===== src/rtl/medidor_periodo.sv =====
`timescale 1ns/1ps
// medidor_periodo: measures the period and high time of an asynchronous
// periodic input in clk cycles.
//
// Ports
//   clk       : system clock. All state updates on its rising edge.
//   reset     : synchronous, active-high reset.
//   sig_in    : asynchronous signal to measure.
//   period    : clk cycles between the last two accepted rising edges.
//   high_time : clk cycles from the last accepted rise to the following fall.
//   valid     : one-cycle pulse when period has just been updated.
//   timeout   : level. High while no rise has been seen for 2^WIDTH-1 cycles.
//
// Latency: a sig_in change driven just after clk edge k is captured by s1 at
// edge k+1. The matching period/valid or high_time update is visible after
// edge k+3.
module medidor_periodo #(
  parameter int unsigned WIDTH = 16
) (
  input  logic             clk,
  input  logic             reset,
  input  logic             sig_in,
  output logic [WIDTH-1:0] period,
  output logic [WIDTH-1:0] high_time,
  output logic             valid,
  output logic             timeout
);

  localparam logic [WIDTH-1:0] CNT_MAX = '1;

  logic             r_s1;
  logic             r_s2;
  logic             r_s3;
  logic [WIDTH-1:0] r_cnt;
  logic             r_armed;
  logic [WIDTH-1:0] r_period;
  logic [WIDTH-1:0] r_high;
  logic             r_valid;
  logic             r_timeout;

  logic             w_rise;
  logic             w_fall;
  logic [WIDTH-1:0] w_cnt_next;

  // Edge detection on the synchronized signal against its one-cycle history.
  assign w_rise = r_s2 & ~r_s3;
  assign w_fall = ~r_s2 & r_s3;

  // Saturating increment. The counter never wraps, so a stalled input is
  // reported as a timeout instead of a bogus short period.
  assign w_cnt_next = (r_cnt == CNT_MAX) ? CNT_MAX : r_cnt + WIDTH'(1);

  // Synchronizer, cycle counter and measurement registers.
  always_ff @(posedge clk) begin
    if (reset) begin
      r_s1      <= 1'b0;
      r_s2      <= 1'b0;
      r_s3      <= 1'b0;
      r_cnt     <= '0;
      r_armed   <= 1'b0;
      r_period  <= '0;
      r_high    <= '0;
      r_valid   <= 1'b0;
      r_timeout <= 1'b0;
    end else begin
      r_s1    <= sig_in;
      r_s2    <= r_s1;
      r_s3    <= r_s2;
      r_valid <= 1'b0;
      if (w_rise) begin
        // A rise always restarts the count, re-arms and clears timeout. It
        // reports a period only if the previous rise was already accepted.
        r_cnt     <= WIDTH'(1);
        r_armed   <= 1'b1;
        r_timeout <= 1'b0;
        if (r_armed && !r_timeout) begin
          r_period <= r_cnt;
          r_valid  <= 1'b1;
        end
      end else begin
        r_cnt <= w_cnt_next;
        // The stale previous rise cannot delimit a period, so disarm.
        if (w_cnt_next == CNT_MAX) begin
          r_timeout <= 1'b1;
          r_armed   <= 1'b0;
        end
        if (w_fall && r_armed && !r_timeout) begin
          r_high <= r_cnt;
        end
      end
    end
  end

  assign period    = r_period;
  assign high_time = r_high;
  assign valid     = r_valid;
  assign timeout   = r_timeout;

endmodule


===== config.mk =====
export PLATFORM = sky130hd
export DESIGN_NAME = medidor_periodo
export DESIGN_NICKNAME = d
export VERILOG_FILES = /design/src/rtl/medidor_periodo.sv
export SDC_FILE = /design/constraint.sdc
export NUM_CORES = 1
export LEC_CHECK = 0
export CORE_MARGIN = 1.5
export CORE_UTILIZATION = 57
export CTS_CLUSTER_DIAMETER = 50
export DETAILED_ROUTE_END_ITERATION = 8
export PLACE_DENSITY = 0.84
export SYNTH_ARGS = -nofsm -noshare
export SYNTH_HDL_FRONTEND = slang
export SYNTH_SLANG_ARGS = --single-unit

===== constraint.sdc =====
create_clock -name clk -period 5.04 [get_ports clk]
set_clock_uncertainty 0.05 [all_clocks]
set_input_delay 1.008 -clock clk [delete_from_list [all_inputs] [get_ports clk]]
set_output_delay 1.008 -clock clk [all_outputs]
set_load 0.1 [all_outputs]

# Word level (Yosys, flattened, before mapping)

Cells that the tools add are included.

Input bits: 3
Logic and storage cells: 32
Flip-flop bits (word level): 54

Muxes and demuxes: 5
Bitwise gates (word level): 5
Equality and inequality tests: 2
Add/subtract/negate cells: 1
Reductions and logical operators: 9

Operator list:

| operator              | count |
|---|---|
| $eq 16x16->1 const B  | 2 |
| $add 16x1->16 const B | 1 |
| $mux 16               | 1 |
| $mux 1                | 4 |
| $reduce_and 2->1      | 2 |
| $reduce_or 2->1       | 2 |
| $logic_and 1x1->1     | 3 |
| $not 1->1             | 3 |
| $and 1x1->1           | 2 |
| $reduce_bool 2->1     | 1 |
| $logic_not 1->1       | 1 |

# Depth between registers and ports, before layout

Gate-level depths: netlist of the first run.

Word-level depth: 5
Depth in mapped cells: 7
Gate-level depth less buffers: 7

# Least setup slack after synthesis of the first run

Ideal clock, no wire load.

Kind: register to register
Start: register r_cnt[0]
End: register r_timeout (netlist: timeout)
Cell stages (with the launch flop): 8
Setup slack: 2858 ps
Library setup time: 74 ps
Data required time: 4916 ps
Buffers on the path: 0
Arrival time: 2058 ps
Cells stage by stage: dfxtp_1 ha_1 nand3_2 nor2_4 xnor2_1 or4_4 o41a_1 nor3_2

Longest elaborated chain between the ends: 3
Elaborated cells on any way between the ends: 4
Classes of those cells: add/sub (1); eq/ne (2); mux (1)

RTL lines:

| what                                          | RTL line | text |
|---|---|---|
| from (decl)                                   | 34       | `logic [WIDTH-1:0] r_cnt;` |
| from (signal assigned)                        | 81       | `r_cnt <= w_cnt_next;` |
| $add 16x1->16 or $eq 16x16->1 (tied branches) | 51       | `assign w_cnt_next = (r_cnt == CNT_MAX) ? CNT_MAX : r_cnt + WIDTH'(1);` |
| $mux 16 (*)                                   | 51       |  |
| $eq 16x16->1 (*)                              | 83       | `if (w_cnt_next == CNT_MAX) begin` |
| to (signal assigned)                          | 64       | `r_timeout <= 1'b0;` |
| to (signal assigned)                          | 75       | `r_timeout <= 1'b0;` |
| to (signal assigned)                          | 84       | `r_timeout <= 1'b1;` |
| to (decl)                                     | 39       | `logic r_timeout;` |

Every way passes the cells marked *; elsewhere a longest branch is shown, timed or not.
A chain may end at the register's enable or synchronous reset.

# Worst setup path in the final report of the first run

Start: register r_timeout (netlist: timeout)
End: output timeout

RTL lines:

| what      | RTL line | text |
|---|---|---|
| to (decl) | 26       | `output logic timeout` |

No word-level cell between the ends.

==> results.cfg, run 1 <==
[critical_path]
cp.arrival_ps = 1850
crit_buf_inv = 1
slowest_delay_ps = 1150
end_kind = primary output
crit_type = flop to primary output
cp.required_ps = 3980
cp_max_fo = 4
critPathSlowestCell = clkdlybuf4s50_1
crit_chain = clkdlybuf4s50_1
critPathLaunchType = flop
path_delay_family = buffers and inverters

[clock_network]
cts_resized = 0
cts-root-buf = clkbuf_8
clk_path_buf_depth = 2
clk_pin_slew_worst_paths_ps = 90
h-tree-depth = 2
cts_sinks = 54
holdBufCountCts = 0
cts_buffers = 5
cts_tree = yes
clock_latency_ps = 310
postCtsSetupRepairBufs = 0

[timing]
setup_viol_count_final = 0
final-hold-violation-count = 0
finalCriticalPeriod_ps = 2912
setup_tns_ps = 0
fin_crit_sh_pct = 57.78
drv_slew = 0
worst_slew_pin_slew_ps = 990.1
relSlewSlack_pct = 33.79
hold_ws_ps = 404.6
max_freq_mhz = 343.4
rsz0062_at_grt = false
worst_slack_ps = 2128

[die]
io_pins = 37
die_y_um = 66.57
start_util_pct = 61.08
coreArea_um2 = 3771
fp.dieW_um = 66.57
rows = 22
fp.dieArea_um2 = 4432

[power_and_ir_drop]
power.leakage_nw = 0.8534
power_density_nw_per_um2 = 268.4
p_total_mw = 0.7271
ir_drop_mv = 0.1790

[global_route]
grt_remaining_overflow = 0
grtUsageTotal_pct = 25.39
grt_pass1_wl_mm = 8.438
grt_pass1_vias = 1793
grt_antenna_before_repair = 0
grt_max_degree = 33

[place]
dpl.cell_count = 340
dp_slack_ps = 2482
dpl_cell_area_um2 = 2609
dp_hpwl_mm = 3.337
port_buffers = 36
gp_congestion = 0.8248

[hold_path]
hold_class = flop to flop

[final_layout]
final_nets = 303
final_cell_area_um2 = 2709
synthToLayoutAreaGrowth_pct = 17.60
antennaDiodeCount = 0
finalNonFillerCells = 348
utilization_pct = 71.83
drive_gt1_share_pct = 5.333

[logic_synthesis]
synth_top_area_share_pct = 46.93
yosysTopAreaCell = dfxtp_1
ys_async_sr_fraction_pct = 0
yosysWarnings = 0
synth.avg_cell_area_um2 = 8.227
synth.area.top_cells = dfxtp_1, nand2_1, a21oi_1
ys_seq_elements = 54
synth-seq-area-share_pct = 46.93
synth_edf_count = 0
synth_cell_types = 43
synthFlopType = dfxtp_1
syn_area_um2 = 2303
syn_inst = 280
synth_nets = 284

[outcome]
status = finished clean

[detailed_routing]
via_per_inst = 5.514
num_vias = 1919
avgRoutedWirePerCell_um = 14.49
drtIter0Drc = 91
drcViolationCount = 0
finalWirelength_mm = 5.042
antenna_left = 0
drtPass1Iterations = 4

[flow_run]
maxCapViolations = 0
==> layout by cell type (no fill, tap or decap), types with 2 or more instances in the layout <==
master,n
nand4_4,2
nor4_1,2
nand4_1,3
nand2_1,71
nand3_1,6
inv_1,4
nand2b_1,4
and2_1,2
clkinv_4,2
nor2_1,9
clkdlybuf4s50_1,36
nor2b_1,5
o21ai_0,4
nor3b_1,3
clkbuf_8,6
xnor2_1,6
and3_1,2
nor3_1,3
a31oi_1,4
a21oi_1,44
xor2_1,7
dfxtp_1,54
==> cell type report <==
class	count	area, um2
fillers	301	1062
inverters	4	15.01
multi-input cells	197	1085
clock buffers	6	82.58
repair buffers	37	367.9
clock inverters	2	17.52
flip-flops and latches	54	1081
well taps	48	60.06
==> flip-flops by register name (all words and copies together) (netlist names) <==
name and flops:
r_armed 1, r_s2 1, valid 1, r_cnt 16, r_s1 1, timeout 1, r_s3 1, high_time 16
period 16
==> metal layers <==
metal,vias to the layer above,track usage [%],share of wire (%)
li1,975,-,-
met1,871,33.40,43
met2,65,40.75,49
met4,0,9.439,1.2
met3,8,5.574,6.1
met5,-,0,0
==> cells by family after synthesis <==
kind of cell | share of synthesized area [%]
xor gates and xnor gates | 4.943
adders and majority gates | 0.5431
DFF | 46.93
and+or+nand+nor | 26.72
AOI/OAI and AO/OA | 14.88
buffers and inverters | 5.974
==> path summary, 6_finish.rpt <==
check / depth (start not counted) / slack, ps / start / end
setup / recovery: 1 / 2130 / timeout / timeout
hold / removal: 1 / 400 / r_s1 / r_s2
setup reg to reg: 7 / 2510 / r_cnt[0] / r_armed
hold reg to reg: 1 / 400 / r_s1 / r_s2
==> synth_stat cells, types with 2 or more instances <==
library cell  count
and2_1            2
a31oi_1           4
nand2b_1          4
nor2b_1           5
nor3b_1           3
buf_4             6
nor2_1            9
nand4_1           3
xor2_1            7
xnor2_1           6
nor4_1            2
buf_1             2
buf_2             5
clkbuf_1         12
nand2_1          71
nand3_1           6
nor3_1            3
o21ai_0           4
a21oi_1          44
dfxtp_1          54
and3_1            2
nand4_4           2
inv_1             4
==> power by group <==
group	switching, mW	leakage (nW)	internal, mW	total, mW
Clock	0.142	0.0514	0.113	0.256
Sequential	0.00645	0.436	0.431	0.438
Combinational	0.0235	0.366	0.0101	0.0336
Total	0.172	0.853	0.555	0.727
No activity file was read; power rests on OpenSTA's default activity.
==> run 2, diff against run 1 <==
Settings changed: CORE_UTILIZATION 57 to 52, PLACE_DENSITY 0.84 to 0.78.
Clock period 5.04 ns to 3.02 ns, I/O delays scaled along.
==> results.cfg, run 2 (same netlist as run 1, synthesis figures left out) <==
[timing]
final-hold-violation-count = 0
drv_slew = 0
worst_slew_pin_slew_ps = 679.9
fin_crit_sh_pct = 81.92
relSlewSlack_pct = 54.67
setup_viol_count_final = 0
finalCriticalPeriod_ps = 2474
worst_slack_ps = 545.9
rsz0062_at_grt = false
max_freq_mhz = 404.2
setup_tns_ps = 0
hold_ws_ps = 397.5

[place]
port_buffers = 36
dpl.cell_count = 345
gp_congestion = 0.8940
dp_hpwl_mm = 3.395
dp_slack_ps = 579.0
dpl_cell_area_um2 = 2536

[critical_path]
crit_type = flop to flop
ff2ff_path_depth = 7
critPathLaunchType = flop
crit_chain = ha_1 > nand3_2 > nor2_4 > xnor2_1 > or4_4 > o41ai_1 > o221ai_1
cp.required_ps = 3140
slowest_delay_ps = 560
cp.arrival_ps = 2600
regToRegSetupSlack_ps = 550
critPathSlowestCell = or4_4
end_kind = flop
cp_max_fo = 7

[power_and_ir_drop]
power.internal_mw = 0.9256
ir_drop_mv = 0.3063
p_total_mw = 1.216
power_switching_share_pct = 23.88
switching_power_mw = 0.2904
power_frac_seq_pct = 60.0
power.share.clock_pct = 35.4
power_density_nw_per_um2 = 461.5
combPwrFrac_pct = 4.6
power.leakage_nw = 0.9255

[die]
fp.dieArea_um2 = 4838
start_util_pct = 53.64
coreArea_um2 = 4294
die_y_um = 69.56
io_pins = 37
fp.dieW_um = 69.56
rows = 24

[clock_network]
cts_sinks = 54
clk_path_buf_depth = 2
clk_pin_slew_worst_paths_ps = 100
cts_tree = yes
h-tree-depth = 2
cts_resized = 0
holdBufCountCts = 0
clock_latency_ps = 310
cts-root-buf = clkbuf_8
cts_buffers = 5
postCtsSetupRepairBufs = 0

[global_route]
grt_pass1_wl_mm = 8.183
grtUsageTotal_pct = 20.77
grt_max_degree = 40
grt_remaining_overflow = 0
grt_pass1_vias = 1765
grt_antenna_before_repair = 0

[detailed_routing]
drcViolationCount = 0
finalWirelength_mm = 4.939
drtPass1Iterations = 4
drtIter0Drc = 83
num_vias = 1945
antenna_left = 0
avgRoutedWirePerCell_um = 13.99
via_per_inst = 5.510

[final_layout]
antennaDiodeCount = 0
final_cell_area_um2 = 2635
final_nets = 304
mostFrequentLayoutCell = nand2_1
synthToLayoutAreaGrowth_pct = 14.39
fillers = 394
utilization_pct = 61.36
finalNonFillerCells = 353
drive_gt1_share_pct = 16.94
final_cell_mix = nand2_1, dfxtp_1, a21oi_1, buf_4, nor2_1

[flow_run]
maxCapViolations = 0

[outcome]
status = finished clean

[hold_path]
min_delay_path_depth = 1
hold_class = flop to flop
run 2: changes by cell type in the layout (fill, tap and decap cells not counted), sizes merged:
cell | before | now
inv | 4 | 5
clkinv | 2 | 0
clkinvlp | 0 | 1
buf | 1 | 36
clkdlybuf4s50 | 36 | 2
run 2: area by class of cell:
| cell class | instances | area, um2 | share of cell area [%] |
|---|---|---|---|
| clock inverters | 2 | 16.27 | 0.6173 |
| flip-flops and latches | 54 | 1081 | 41.03 |
| repair buffers | 38 | 290.3 | 11.02 |
| clock buffers | 6 | 82.58 | 3.134 |
| multi-input cells | 197 | 1085 | 41.17 |
| inverters | 4 | 15.01 | 0.5698 |
| well taps | 52 | 65.06 | 2.469 |
run 2: power by group through the flow:
stage          Clock (mW)  Combinational (mW)  Sequential [mW]
2_1_floorplan           0              0.0390            0.750
3_3_place_gp            0              0.0552            0.746
3_5_place_dp            0              0.0558            0.746
4_1_cts             0.434              0.0558            0.730
5_1_grt             0.460              0.0612            0.732
6_report            0.430              0.0560            0.730
run 2: per-layer routing:
| metal | routed length (um) | global-route usage, % | share of wire [%] | up-vias |
|---|---|---|---|---|
| met5 | 0 | 0 | 0 | - |
| met4 | 74 | 6.972 | 1.5 | 0 |
| met3 | 219 | 4.215 | 4.4 | 8 |
| met2 | 2361 | 33.87 | 48 | 39 |
| met1 | 2283 | 27.57 | 46 | 921 |
| li1 | - | - | - | 977 |
run 2: final timing paths:
check,end,start
worst max register to register,r_armed,r_cnt[0]
worst min register to register,r_s2,r_s1
worst max-delay path,r_armed,r_cnt[0]
worst min-delay path,r_s2,r_s1
run 2: critical path: cells and delay by family, from the launching register on:
family | cells | cell delay, ps
simple gates | 3 | 890
compound gates | 2 | 530
flops | 1 | 480
fa+ha+maj | 1 | 290
xor+xnor | 1 | 90
==> run 3, diff against run 2 <==
Clock period 3.02 ns to 2.4 ns, I/O delays scaled along.
==> results.cfg, run 3 (same netlist as run 1, synthesis figures left out) <==
[power_and_ir_drop]
ir_drop_mv = 0.4299
power_density_nw_per_um2 = 594.7
power.leakage_nw = 0.9543

[global_route]
grt_pass1_wl_mm = 8.438
grt_max_degree = 36
grt_antenna_before_repair = 0
grtUsageTotal_pct = 21.58
grt_pass1_vias = 1821
grt_remaining_overflow = 0

[critical_path]
end_kind = flop
critPathLaunchType = flop
cp.arrival_ps = 2360
cp_max_fo = 5
cp.required_ps = 2520
regToRegSetupSlack_ps = 150
crit_type = flop to flop

[outcome]
status = finished clean

[detailed_routing]
antenna_left = 0
drtPass1Iterations = 5
drtIter0Drc = 148
drcViolationCount = 0
avgRoutedWirePerCell_um = 14.30
via_per_inst = 5.483
finalWirelength_mm = 5.120
num_vias = 1963

[final_layout]
antennaDiodeCount = 0
synthToLayoutAreaGrowth_pct = 16.78
final_cell_mix = nand2_1, dfxtp_1, a21oi_1, buf_4, nor2_1
drive_gt1_share_pct = 19.28
final_nets = 309
mostFrequentLayoutCell = nand2_1

[clock_network]
cts_sinks = 54
clk_pin_slew_worst_paths_ps = 90
cts_tree = yes
clock_latency_ps = 300
holdBufCountCts = 0
cts-root-buf = clkbuf_8
clk_path_buf_depth = 2
cts_buffers = 5
postCtsSetupRepairBufs = 0
h-tree-depth = 2

[place]
dp_slack_ps = 112.9
port_buffers = 36
dp_hpwl_mm = 3.601
gp_congestion = 0.9562

[timing]
setup_viol_count_final = 0
max_freq_mhz = 445.2
relSlewSlack_pct = 54.85
setup_tns_ps = 0
worst_slack_ps = 153.9
fin_crit_sh_pct = 93.59
rsz0062_at_grt = false
drv_slew = 0
final-hold-violation-count = 0
finalCriticalPeriod_ps = 2246
worst_slew_pin_slew_ps = 677.3

[die]
io_pins = 37
coreArea_um2 = 4294
fp.dieW_um = 69.56
fp.dieArea_um2 = 4838
start_util_pct = 53.64
die_y_um = 69.56
rows = 24

[flow_run]
maxCapViolations = 0

[hold_path]
hold_class = flop to flop
==> run 3: worst max-delay path, stage by stage, from the launching register on <==
cell	delay, ps
dfxtp_1	360
ha_2	230
nand3_2	160
nor2_4	160
xnor2_1	90
or4_4	550
o41ai_1	350
o221ai_1	170
==> run 3: path summary, 6_finish.rpt <==
path / startpoint / depth (start not counted) / endpoint
worst max-delay path: r_cnt[1] / 7 / r_armed
worst min-delay path: r_s1 / 1 / r_s2
worst max register to register: r_cnt[1] / 7 / r_armed
worst min register to register: r_s1 / 1 / r_s2
==> run 3: power by group <==
group	switching (mW)	total [mW]	internal, mW
Combinational	0.0565	0.0831	0.0266
Sequential	0.00818	0.914	0.906
Clock	0.291	0.602	0.312
==> run 3: timing repair <==
item	CTS	global route
gates resized for setup	0	4
setup endpoints to repair	0	1
endpoints found under the hold margin	0	0
==> run 3: final cells by class <==
cell class                      count  area [um2]
Tap cell                           52       65.06
Clock inverter                      2       37.54
Sequential cell                    54        1085
Fill cell                         398        1604
Multi-Input combinational cell    197        1087
Inverter                            4       15.01
Clock buffer                        6       72.57
Timing Repair Buffer               43       327.8
==> run 3: metrics by stage <==
step / cell area [um2] / power (mW) / instances / hold WS, ps / utilization, %
6_report: 2690 / 1.600 / 358 / 402.1 / 62.65
5_1_grt: 2690 / 1.646 / 358 / 412.1 / 62.65
4_1_cts: 2684 / 1.606 / 358 / 405.4 / 62.50
3_5_place_dp: 2574 / 1.018 / 350 / 383.9 / 59.94
3_3_place_gp: 2574 / 1.015 / 350 / 370.9 / 59.94
2_1_floorplan: 2303 / 0.9926 / 280 / 363.8 / -
==> run 3: routing by layer <==
layer / vias to the layer above / part of all wire [%] / GRT usage, %
li1: 986 / - / -
met1: 920 / 46 / 27.68
met2: 49 / 49 / 37.39
met3: 8 / 4.5 / 4.506
met4: 0 / 0.92 / 4.793
met5: - / 0 / 0
